$ cat src/rtl/regfile_wb_arbiter.sv
// Round-robin write-back arbiter sharing the register-file write port between NumReq requesters.
// Define WBARB_FIXED_PRIO_EN to replace round-robin with fixed lowest-index-first priority.
module regfile_wb_arbiter #(
  parameter int NumReq    = 4,
  parameter int DataWidth = 32,
  parameter int SelWidth  = 5
) (
  input  logic                          Clock,
  input  logic                          Reset_n,
  input  logic                          Flush,
  input  logic [NumReq-1:0]             ReqValid,
  input  logic [NumReq*SelWidth-1:0]    ReqSel,
  input  logic [NumReq*DataWidth-1:0]   ReqData,
  output logic [NumReq-1:0]             ReqReady,
  output logic                          WrEnable,
  output logic [SelWidth-1:0]           WrSel,
  output logic [DataWidth-1:0]          WrData,
  input  logic                          WrReady,
  output logic [2:0]                    LastGrant
);

  logic                 wr_en_q, wr_en_d;
  logic [SelWidth-1:0]  wr_sel_q, wr_sel_d;
  logic [DataWidth-1:0] wr_data_q, wr_data_d;
  logic [2:0]           last_grant_q, last_grant_d;

  logic                 slot_free;
  logic                 accept;
  logic                 grant_vld;
  logic [2:0]           grant_idx;
  logic [2:0]           grant_nxt;
  logic [3:0]           cand;
  logic [7:0]           req_pad;
  logic [2:0]           search_base;
  logic [NumReq-1:0]    grant_oh;
  logic [SelWidth-1:0]  grant_sel;
  logic [DataWidth-1:0] grant_data;

`ifdef WBARB_FIXED_PRIO_EN
  assign search_base = 3'd0;
`else
  logic [2:0] rr_ptr_q, rr_ptr_d;
  assign search_base = rr_ptr_q;
`endif

  // The slot can take a new write when empty or when its current write drains this cycle.
  assign slot_free = !wr_en_q || WrReady;
  assign req_pad   = 8'(ReqValid);

  always_comb begin
    grant_vld = 1'b0;
    grant_idx = 3'd0;
    cand      = 4'd0;
    for (int k = 0; k < NumReq; k++) begin
      cand = {1'b0, search_base} + 4'(k);
      if (cand >= 4'(NumReq)) cand = cand - 4'(NumReq);
      if (!grant_vld && req_pad[cand[2:0]]) begin
        grant_vld = 1'b1;
        grant_idx = cand[2:0];
      end
    end
  end

  assign accept    = grant_vld && slot_free && !Flush && Reset_n;
  assign grant_nxt = (grant_idx == 3'(NumReq - 1)) ? 3'd0 : grant_idx + 3'd1;

  always_comb begin
    grant_oh   = '0;
    grant_sel  = '0;
    grant_data = '0;
    for (int i = 0; i < NumReq; i++) begin
      if (grant_idx == 3'(i)) begin
        grant_sel  = ReqSel[i*SelWidth +: SelWidth];
        grant_data = ReqData[i*DataWidth +: DataWidth];
        if (accept) grant_oh[i] = 1'b1;
      end
    end
  end

  assign ReqReady = grant_oh;

  always_comb begin
    wr_en_d      = wr_en_q;
    wr_sel_d     = wr_sel_q;
    wr_data_d    = wr_data_q;
    last_grant_d = last_grant_q;
    if (Flush) begin
      wr_en_d = 1'b0;
    end else if (slot_free) begin
      if (accept) begin
        wr_sel_d     = grant_sel;
        wr_data_d    = grant_data;
        // x0 writes are consumed but never strobed into the file.
        wr_en_d      = (grant_sel != '0);
        last_grant_d = grant_idx;
      end else begin
        wr_en_d = 1'b0;
      end
    end
  end

`ifndef WBARB_FIXED_PRIO_EN
  always_comb begin
    rr_ptr_d = rr_ptr_q;
    if (Flush)       rr_ptr_d = 3'd0;
    else if (accept) rr_ptr_d = grant_nxt;
  end

  always_ff @(posedge Clock or negedge Reset_n) begin
    if (!Reset_n) rr_ptr_q <= 3'd0;
    else          rr_ptr_q <= rr_ptr_d;
  end
`endif

  always_ff @(posedge Clock or negedge Reset_n) begin
    if (!Reset_n) begin
      wr_en_q      <= 1'b0;
      wr_sel_q     <= '0;
      wr_data_q    <= '0;
      last_grant_q <= 3'd0;
    end else begin
      wr_en_q      <= wr_en_d;
      wr_sel_q     <= wr_sel_d;
      wr_data_q    <= wr_data_d;
      last_grant_q <= last_grant_d;
    end
  end

  assign WrEnable  = wr_en_q;
  assign WrSel     = wr_sel_q;
  assign WrData    = wr_data_q;
  assign LastGrant = last_grant_q;

endmodule

$ cat config.mk
export PLATFORM = sky130hd
export DESIGN_NAME = regfile_wb_arbiter
export DESIGN_NICKNAME = d
export VERILOG_FILES = /design/src/rtl/regfile_wb_arbiter.sv
export SDC_FILE = /design/constraint.sdc
export NUM_CORES = 1
export LEC_CHECK = 0
export ABC_AREA = 1
export ABC_CLOCK_PERIOD_IN_PS = 3300
export CORE_UTILIZATION = 30
export DETAILED_ROUTE_END_ITERATION = 6
export HOLD_SLACK_MARGIN = 0.1
export PLACE_DENSITY_LB_ADDON = 0.1
export SLEW_MARGIN = 20
export SYNTH_ARGS = -nofsm -noshare
export SYNTH_HDL_FRONTEND = slang
export SYNTH_SLANG_ARGS = --single-unit
$ cat constraint.sdc
create_clock -name Clock -period 3.3 [get_ports Clock]
set_clock_uncertainty 0.2 [all_clocks]
set_input_delay 0.495 -clock Clock [delete_from_list [all_inputs] [get_ports Clock]]
set_output_delay 0.495 -clock Clock [all_outputs]
set_load 0.01 [all_outputs]
; After elaboration in Yosys (flattened, before gate mapping)
; Index checks and enable logic that the tools add are counted.
[word_totals]
ff_bits = 44
input_bits = 156
elab_cells = 81
[classes]
add_sub_neg = 8
n_lt_le_gt_ge = 8
n_eq_ne = 3
mux = 39
bitwise = 1
reduce_logical = 17
[ops]
columns = op, count
row1 = $mux W32, 4
row2 = $mux W3, 11
row3 = $mux W5, 4
row4 = $lt A3 B4 Y1 const B, 4
row5 = $mux W1, 16
row6 = $bmux W1 S3, 4
row7 = $ge A4 B3 Y1 const B, 3
row8 = $sub A3 B3 Y3 const B, 4
row9 = $add A3 B2 Y4 const B, 2
row10 = $eq A3 B2 Y1 const B, 2
row11 = $logic_and A1 B1 Y1, 6
row12 = $logic_not A1 Y1, 5
row13 = $reduce_bool A5 Y1, 1
row14 = $add A3 B1 Y4 const B, 1
row15 = $reduce_bool A2 Y1, 2
row16 = $add A3 B1 Y3 const B, 1
row17 = $eq A3 B1 Y1 const B, 1
row18 = $ge A3 B3 Y1 const B, 1
row19 = $logic_not A3 Y1, 1
row20 = $reduce_and A3 Y1, 1
row21 = $logic_or A1 B1 Y1, 1
row22 = $not A1 Y1, 1

; Logic depth before layout (Yosys ltp)
; Gate-level depths: netlist of run 1.
[logic_depth]
word_depth = 23
depth_mapped = 23
ltp_nobuf = 22

; Least setup slack after synthesis of run 1
; No wires, ideal clock.
[synth_timing]
path_kind = register to output
startpoint = register rr_ptr_q[0]
endpoint = output port ReqReady[2]
arrival_time_ns = 2.413
path_slack_ns = 0.192
stages_incl_launch_ff = 18
n_path_buf = 3
path_cell_list = dfrtp_1 buf_6 inv_6 ha_1 inv_1 nand3_1 inv_1 nor2_1 nand3_1 nand2_1 nand3_1 nand2_1 inv_1 ha_1 inv_2 clkbuf_1 buf_1 nor2_1
[synth_via]
word_cells_on_any_way = 43
classes_between = 7 x add/sub / 4 x order compare / 1 x eq/ne / 22 x mux / 9 x reduce/logical
[synth_lines]
columns = item, line
row1 = start: declaration, 42  ; logic [2:0] rr_ptr_q, rr_ptr_d;
row2 = start signal: assignment, 111  ; else rr_ptr_q <= rr_ptr_d;
row3 = "parallel branches: the longest is 13 deep, another holds $add A3 B1 Y4", --
row4 = $mux W3 (*), 57  ; if (!grant_vld && req_pad[cand[2:0]]) begin
row5 = net grant_idx[1], 30  ; logic [2:0] grant_idx;
row6 = $eq A3 B2 Y1 (*), 72  ; if (grant_idx == 3'(i)) begin
row7 = $mux W1 (*), 72
row8 = end: declaration, 14  ; output logic [NumReq-1:0] ReqReady,
; Mark *: on every way through the listed nets, which the timed path passes. The select of a mux whose other input is x is not followed.

; Worst setup path after layout of run 1
; Ends and elaborated chain as after synthesis.

==> metrics.log, run 1 <==
INFO  metric power_report.internal_total = 3.96 mW
INFO  metric final.setup.tns = 0 ps
INFO  metric total_power = 8.01 mW
INFO  metric area_growth = 80.8%
INFO  metric cts-buffers-inserted = 5
INFO  metric worstReg2RegEnd = WrData[16]
INFO  metric yosysMostFrequentCell = nand2_1
INFO  metric cts_root_buf = clkbuf_8
INFO  metric highest_ir_drop_seen_on_vdd = 0.677 mV
INFO  metric fraction_of_layout_instances_using_a_drive_strength_above_1 = 13.2%
INFO  metric detailed_routed_wire_length_on_met3 = 1020 um
INFO  metric maxUsedRoutingLayer = met4
INFO  metric synth_edf_count = 0
INFO  metric ios = 201
INFO  metric insertedDiodeCount = 0
INFO  metric launch_instance_of_the_worst_register_to_register_path = rr_ptr_q[0]
INFO  metric critical_path.n_buffers_inverters = 6
INFO  metric final_nets = 896
INFO  metric postRouteAntennaNets = 0
INFO  metric cp_data_required_time = 2600 ps
INFO  metric yosysUniqueCellTypes = 26
INFO  metric critPathLaunch = rr_ptr_q[0]
INFO  metric rr_worst_depth = 21
INFO  metric worst_pin_slew = 581 ps
INFO  metric dp_slack = -230 ps
INFO  metric post_synthesis_async_set_or_reset_flop_share = 100%
INFO  metric route.vias.total = 4116
INFO  metric m1WireLength = 5050 um
INFO  metric gpl.final_weighted_congestion = 0.834
INFO  metric post_synth_most_frequent_cells = 246 x nand2_1, 71 x o21ai_0, 44 x dfrtp_1
INFO  metric critical_path.startpoint_type = flop
INFO  metric worstSetupPathDepth = 15
INFO  metric first_global_vias = 4021
INFO  metric place.port_buffers = 200
INFO  metric drt_drc_violations_left = 0
INFO  metric timing.final.crit_period = 3170 ps
INFO  metric postSynthRegisterBits = 44
INFO  metric antenna_violations_before_repair = 0
INFO  metric switchingPower = 4.04 mW
INFO  metric power.share.combinational = 83.6%
INFO  metric synth_area_per_cell = 6.32 um2
INFO  metric drt_pre_antenna_iters = 5
INFO  metric grt_first_pass_wirelength = 19600 um
INFO  metric critical_path.cell_chain = inv_6 -> ha_4 -> inv_1 -> buf_4 -> nand3_1 -> nand2_2 -> nor2_4 -> nand4_1 -> nand3_2 -> nand2_4 -> inv_2 -> ha_4 -> inv_2 -> nor2_1 -> buf_2
INFO  metric clk_pin_slew = 90 ps
INFO  metric wl_per_cell = 14.4 um
INFO  metric clockBufferDepth = 2
INFO  metric largest_net_degree_at_the_start_of_global_routing = 49
INFO  metric instances_no_fill = 871
INFO  metric hpwl = 9230 um
INFO  metric final-setup-viol-count = 0
INFO  metric slowest_delay = 440 ps
INFO  metric largest_area_contributor_in_the_netlist = dfrtp_1
INFO  metric drtIter0Drc = 240
INFO  metric mapped_area = 3240 um2
INFO  metric power_density = 1370 nW/um2
INFO  metric finalHoldViolations = 0
INFO  metric synth-main-ff-cell = dfrtp_1
INFO  metric relSlewSlack = 61.3%
INFO  metric worst_hold_path_type = in2async
INFO  metric fp-row-count = 37
INFO  metric postSynthCellCount = 513
INFO  metric floorplan.initialDensity = 31.1%
INFO  metric worstSetupPathType = reg2out
INFO  metric cpMaxStageDelayCell = dfrtp_1
INFO  metric finalCritPeriodShare = 96.1%
INFO  metric worst_setup_path_end_kind = primary output
INFO  metric share_of_total_power_in_sequential_cells = 11.2%
INFO  metric path_max_fanout = 4
INFO  metric clock_power_share = 5.2%
INFO  metric synth_warnings = 0
INFO  metric cts.htree.levels = 2
INFO  metric fp.dieW = 106 um
INFO  metric ff2ff_setup_slack = 170 ps
INFO  metric vias_per_cell = 4.73
INFO  metric layout_setup_ws = 129 ps
INFO  metric leak_pwr = 2.69 nW
INFO  metric synthDominantCellAreaShare = 34.0%
INFO  metric gr-total-overflow = 0
INFO  metric die_y = 106 um
INFO  metric arrival = 2480 ps
INFO  metric synth_seq_area_share = 34.0%
INFO  metric fp.dieArea = 11200 um2
INFO  metric route.final.wire_length = 12600 um
INFO  metric synthesis.nets = 675
INFO  metric cts_num_sinks = 44
INFO  metric met2_wl = 6410 um
INFO  metric synth.area.top_cells = dfrtp_1 34%, nand2_1 28%, o21ai_0 11%
INFO  metric sw_frac_of_total = 50.5%
INFO  metric run_status = completed
INFO  metric final_max_slew_viol_count = 0
INFO  metric clock_tree_from_tritoncts = built
INFO  metric core = 10400 um2
INFO  metric clk_latency_worst_skew_pair = 290 ps
INFO  metric max_cap_viol_count = 0
INFO  metric placed_cells = 856
INFO  metric fmax = 315 MHz
INFO  metric hold_slack = 117 ps
INFO  metric groute.usage.overall = 22.0%
INFO  metric timing.critical_path.max_delay_family = simple AND/OR/NAND/NOR gates
## repair_timing
item                                    CTS  global route
endpoints found under the hold margin     0             0
cloned                                    0             3
gates resized for setup                  11            54
endpoints found under the setup margin   12            36
pin swaps                                 0             9
setup buffers                             0             4
hold buffers                              0             0
## how the worst max path moves through the flow
| stage | endpoint |
|---|---|
| CTS | ReqReady[0] |
| finish | ReqReady[2] |
| floorplan | ReqReady[2] |
| global route | WrData[22] |
| global placement | ReqReady[2] |
| detailed placement | WrEnable |
## cell type report
| type | count | area [um2] |
|---|---|---|
| fill | 1017 | 4560 |
| sequential | 44 | 1100 |
| multi-input combinational | 415 | 1990 |
| clock buffer | 6 | 72.6 |
| tap | 136 | 170 |
| inverter | 22 | 87.6 |
| clock inverter | 2 | 35.0 |
| timing repair buffer | 246 | 2410 |
## state kept, by name, summed over array words and instances, names as in the netlist
signal and flops:
LastGrant 3, WrData 32, WrEnable 1, WrSel 5
rr_ptr_q 3
## power by group through the flow
stage / Sequential, mW / Clock (mW) / Combinational [mW]
floorplan: 0.990 / 0 / 3.51
global placement: 0.897 / 0 / 5.75
detailed placement: 0.901 / 0 / 5.83
CTS: 0.894 / 0.434 / 5.88
global route: 0.921 / 0.455 / 7.49
finish: 0.893 / 0.417 / 6.70
## layer usage
layer	vias up	global-route usage (%)
met5	-	0
met4	0	3.67
met3	7	6.50
met2	138	40.2
met1	1892	25.7
li1	2079	-
## stage by stage
stage	cell area, um2	util, %
after detailed placement	5520	53.0
after global placement	5520	53.0
after CTS	5650	54.2
final	5860	56.3
after global routing	5860	56.3
after floorplan	3240	-
## cells by family (layout without fill, tap and decap cells)
group	count (synthesis)	after routing	share of synthesized area [%]
and+or+nand+nor	293	293	37.3
AOI/OAI and AO/OA	116	116	18.0
adders and majority gates	6	6	2.32
buffers and inverters	54	276	8.46
DFF	44	44	34.0
## cell usage in the layout, fill, tap and decap left out, types with 4 or more instances in the layout
cell type | netlist | final
inv_2 | 4 | 7
nor2_4 | 2 | 4
buf_2 | 8 | 4
a21oi_1 | 38 | 38
nand4_1 | 4 | 4
nor2_1 | 13 | 12
dfrtp_1 | 44 | 44
nand2_2 | 5 | 7
clkbuf_8 | 0 | 5
nand3_1 | 14 | 9
inv_1 | 17 | 14
buf_4 | 2 | 32
nand2_1 | 246 | 243
o21ai_1 | 6 | 19
buf_6 | 6 | 7
nand3_2 | 2 | 5
o21ai_0 | 71 | 58
ha_4 | 0 | 4
clkdlybuf4s50_1 | 0 | 195
Power figures use the tool's default switching activity.
==> run 2, diff against run 1 <==
--- a/config.mk
+++ b/config.mk
@@ -7,10 +7,13 @@
 export LEC_CHECK = 0
 export ABC_AREA = 1
 export ABC_CLOCK_PERIOD_IN_PS = 3300
+export CORE_ASPECT_RATIO = 1.5
 export CORE_UTILIZATION = 30
 export DETAILED_ROUTE_END_ITERATION = 6
+export GPL_TIMING_DRIVEN = 1
 export HOLD_SLACK_MARGIN = 0.1
 export PLACE_DENSITY_LB_ADDON = 0.1
+export SKIP_CTS_REPAIR_TIMING = 1
 export SLEW_MARGIN = 20
 export SYNTH_ARGS = -nofsm -noshare
 export SYNTH_HDL_FRONTEND = slang
==> run 2 against run 1 <==
- combinational power down 11%
- power down 7.6%
- critical path depth unchanged
- die area about the same
==> metrics.log, run 2 (synthesis gave the netlist of run 1 again) <==
INFO  metric fp-row-count = 46
INFO  metric gr-total-overflow = 0
INFO  metric final_nets = 883
INFO  metric cts_root_buf = clkbuf_16
INFO  metric critPathLaunch = rr_ptr_q[0]
INFO  metric placed_cells = 858
INFO  metric antenna_violations_before_repair = 0
INFO  metric path_max_fanout = 9
INFO  metric relSlewSlack = 60.3%
INFO  metric route.vias.total = 3983
INFO  metric drt_pre_antenna_iters = 4
INFO  metric die_y = 129 um
INFO  metric ff2ff_setup_slack = 220 ps
INFO  metric first_global_vias = 3894
INFO  metric power_density = 1290 nW/um2
INFO  metric worst_setup_path_end_kind = primary output
INFO  metric drt_drc_violations_left = 0
INFO  metric worstSetupPathType = reg2out
INFO  metric gr-max-usage-layer = met2
INFO  metric total_power = 7.40 mW
INFO  metric dp_slack = -279 ps
INFO  metric cts-buffers-inserted = 5
INFO  metric postRouteAntennaNets = 0
INFO  metric highest_ir_drop_seen_on_vdd = 0.607 mV
INFO  metric core = 10500 um2
INFO  metric final-setup-viol-count = 0
INFO  metric fp.dieArea = 11200 um2
INFO  metric clock_tree_from_tritoncts = built
INFO  metric finalCritPeriodShare = 95.1%
INFO  metric cts_num_sinks = 44
INFO  metric layout_common_cells = 245 x nand2_1, 195 x clkdlybuf4s50_1, 65 x o21ai_0
INFO  metric launch_instance_of_the_worst_register_to_register_path = rr_ptr_q[0]
INFO  metric ios = 201
INFO  metric insertedDiodeCount = 0
INFO  metric fmax = 319 MHz
INFO  metric layout_commonest_cell = nand2_1
INFO  metric place.port_buffers = 200
INFO  metric fraction_of_layout_instances_using_a_drive_strength_above_1 = 9.86%
INFO  metric fp.dieW = 86.9 um
INFO  metric worst_pin_slew = 595 ps
INFO  metric area_growth = 77.3%
INFO  metric leak_pwr = 2.67 nW
INFO  metric global_route.usage.met2 = 40.4%
INFO  metric route.final.wire_length = 12000 um
INFO  metric floorplan.initialDensity = 30.8%
INFO  metric cp_data_required_time = 2600 ps
INFO  metric clk_latency_worst_skew_pair = 280 ps
INFO  metric drtIter0Drc = 109
INFO  metric hpwl = 9090 um
INFO  metric layout_setup_ws = 161 ps
INFO  metric wl_per_cell = 13.9 um
INFO  metric clockBufferDepth = 2
INFO  metric grt.met3_usage = 4.46%
INFO  metric largest_register_ff_count = 32
INFO  metric groute.layer.met1.usage = 23.1%
INFO  metric groute.usage.overall = 21.4%
INFO  metric vias_per_cell = 4.61
INFO  metric largest_net_degree_at_the_start_of_global_routing = 66
INFO  metric arrival = 2440 ps
INFO  metric critical_path.startpoint_type = flop
INFO  metric final_max_slew_viol_count = 0
INFO  metric run_status = completed
INFO  metric instances_no_fill = 864
INFO  metric cts.htree.levels = 2
INFO  metric timing.final.crit_period = 3140 ps
INFO  metric max_cap_viol_count = 0
INFO  metric clk_pin_slew = 60 ps
INFO  metric gpl.final_weighted_congestion = 0.851
INFO  metric worst_hold_path_type = in2async
INFO  metric grt_first_pass_wirelength = 18700 um
INFO  metric finalHoldViolations = 0
-- run 2: cell count changes in the layout (fill, tap and decap cells not counted), sizes merged --
cell,change
dlymetal6s2s,+3
clkbuf,-5
buf,-12
clkinv,-1
-- run 2: cell type report --
cell class | count | area (um2)
clock buffer | 5 | 125
clock inverter | 1 | 30.0
fill | 1029 | 4790
inverter | 22 | 87.6
multi-input combinational | 415 | 1910
sequential | 44 | 1100
tap | 144 | 180
timing repair buffer | 233 | 2310
-- run 2: power breakdown --
part | internal (mW) | switching (mW)
clock | 0.349 | 0.197
sequential | 0.772 | 0.121
combinational | 2.58 | 3.38
-- run 2: final timing paths --
check / cells past startpoint / to
worst max-delay path: 15 / ReqReady[0]
worst min-delay path: 2 / rr_ptr_q[0]
worst min register to register: 2 / WrData[28]
worst max register to register: 20 / WrData[19]
max in group asynchronous: 2 / WrEnable
min in group Clock: 2 / WrData[28]
-- run 2: routing by layer --
layer  vias to the layer above  share of wire, %  routed length, um
met3                        18               5.0                602
met1                      1799                38               4580
met4                         0               2.4                289
met5                         -                 0                  0
met2                       114                54               6510
li1                       2052                 -                  -
-- run 2: critical path, stage by stage (launching register included) --
cell and delay, ps:
dfrtp_1 420, buf_4 190, ha_1 190, nand4_1 130
nand2_1 110, nor2_4 120, nand2_1 80, nand2_1 70
nand2_1 50, nand3_1 100, nand2_2 90, buf_4 140
ha_1 200, inv_2 90, nor2_1 50, clkbuf_2 130
-- run 2: through the flow --
step	hold slack (ps)	TNS [ps]	instance area, um2	util [%]
after floorplan	-0.591	0	3240	-
after global placement	261	-4610	5530	52.5
after detailed placement	264	-6690	5530	52.5
after CTS	199	-1500	5690	54.0
after global routing	225	-75.2	5750	54.5
final	168	0	5750	54.5
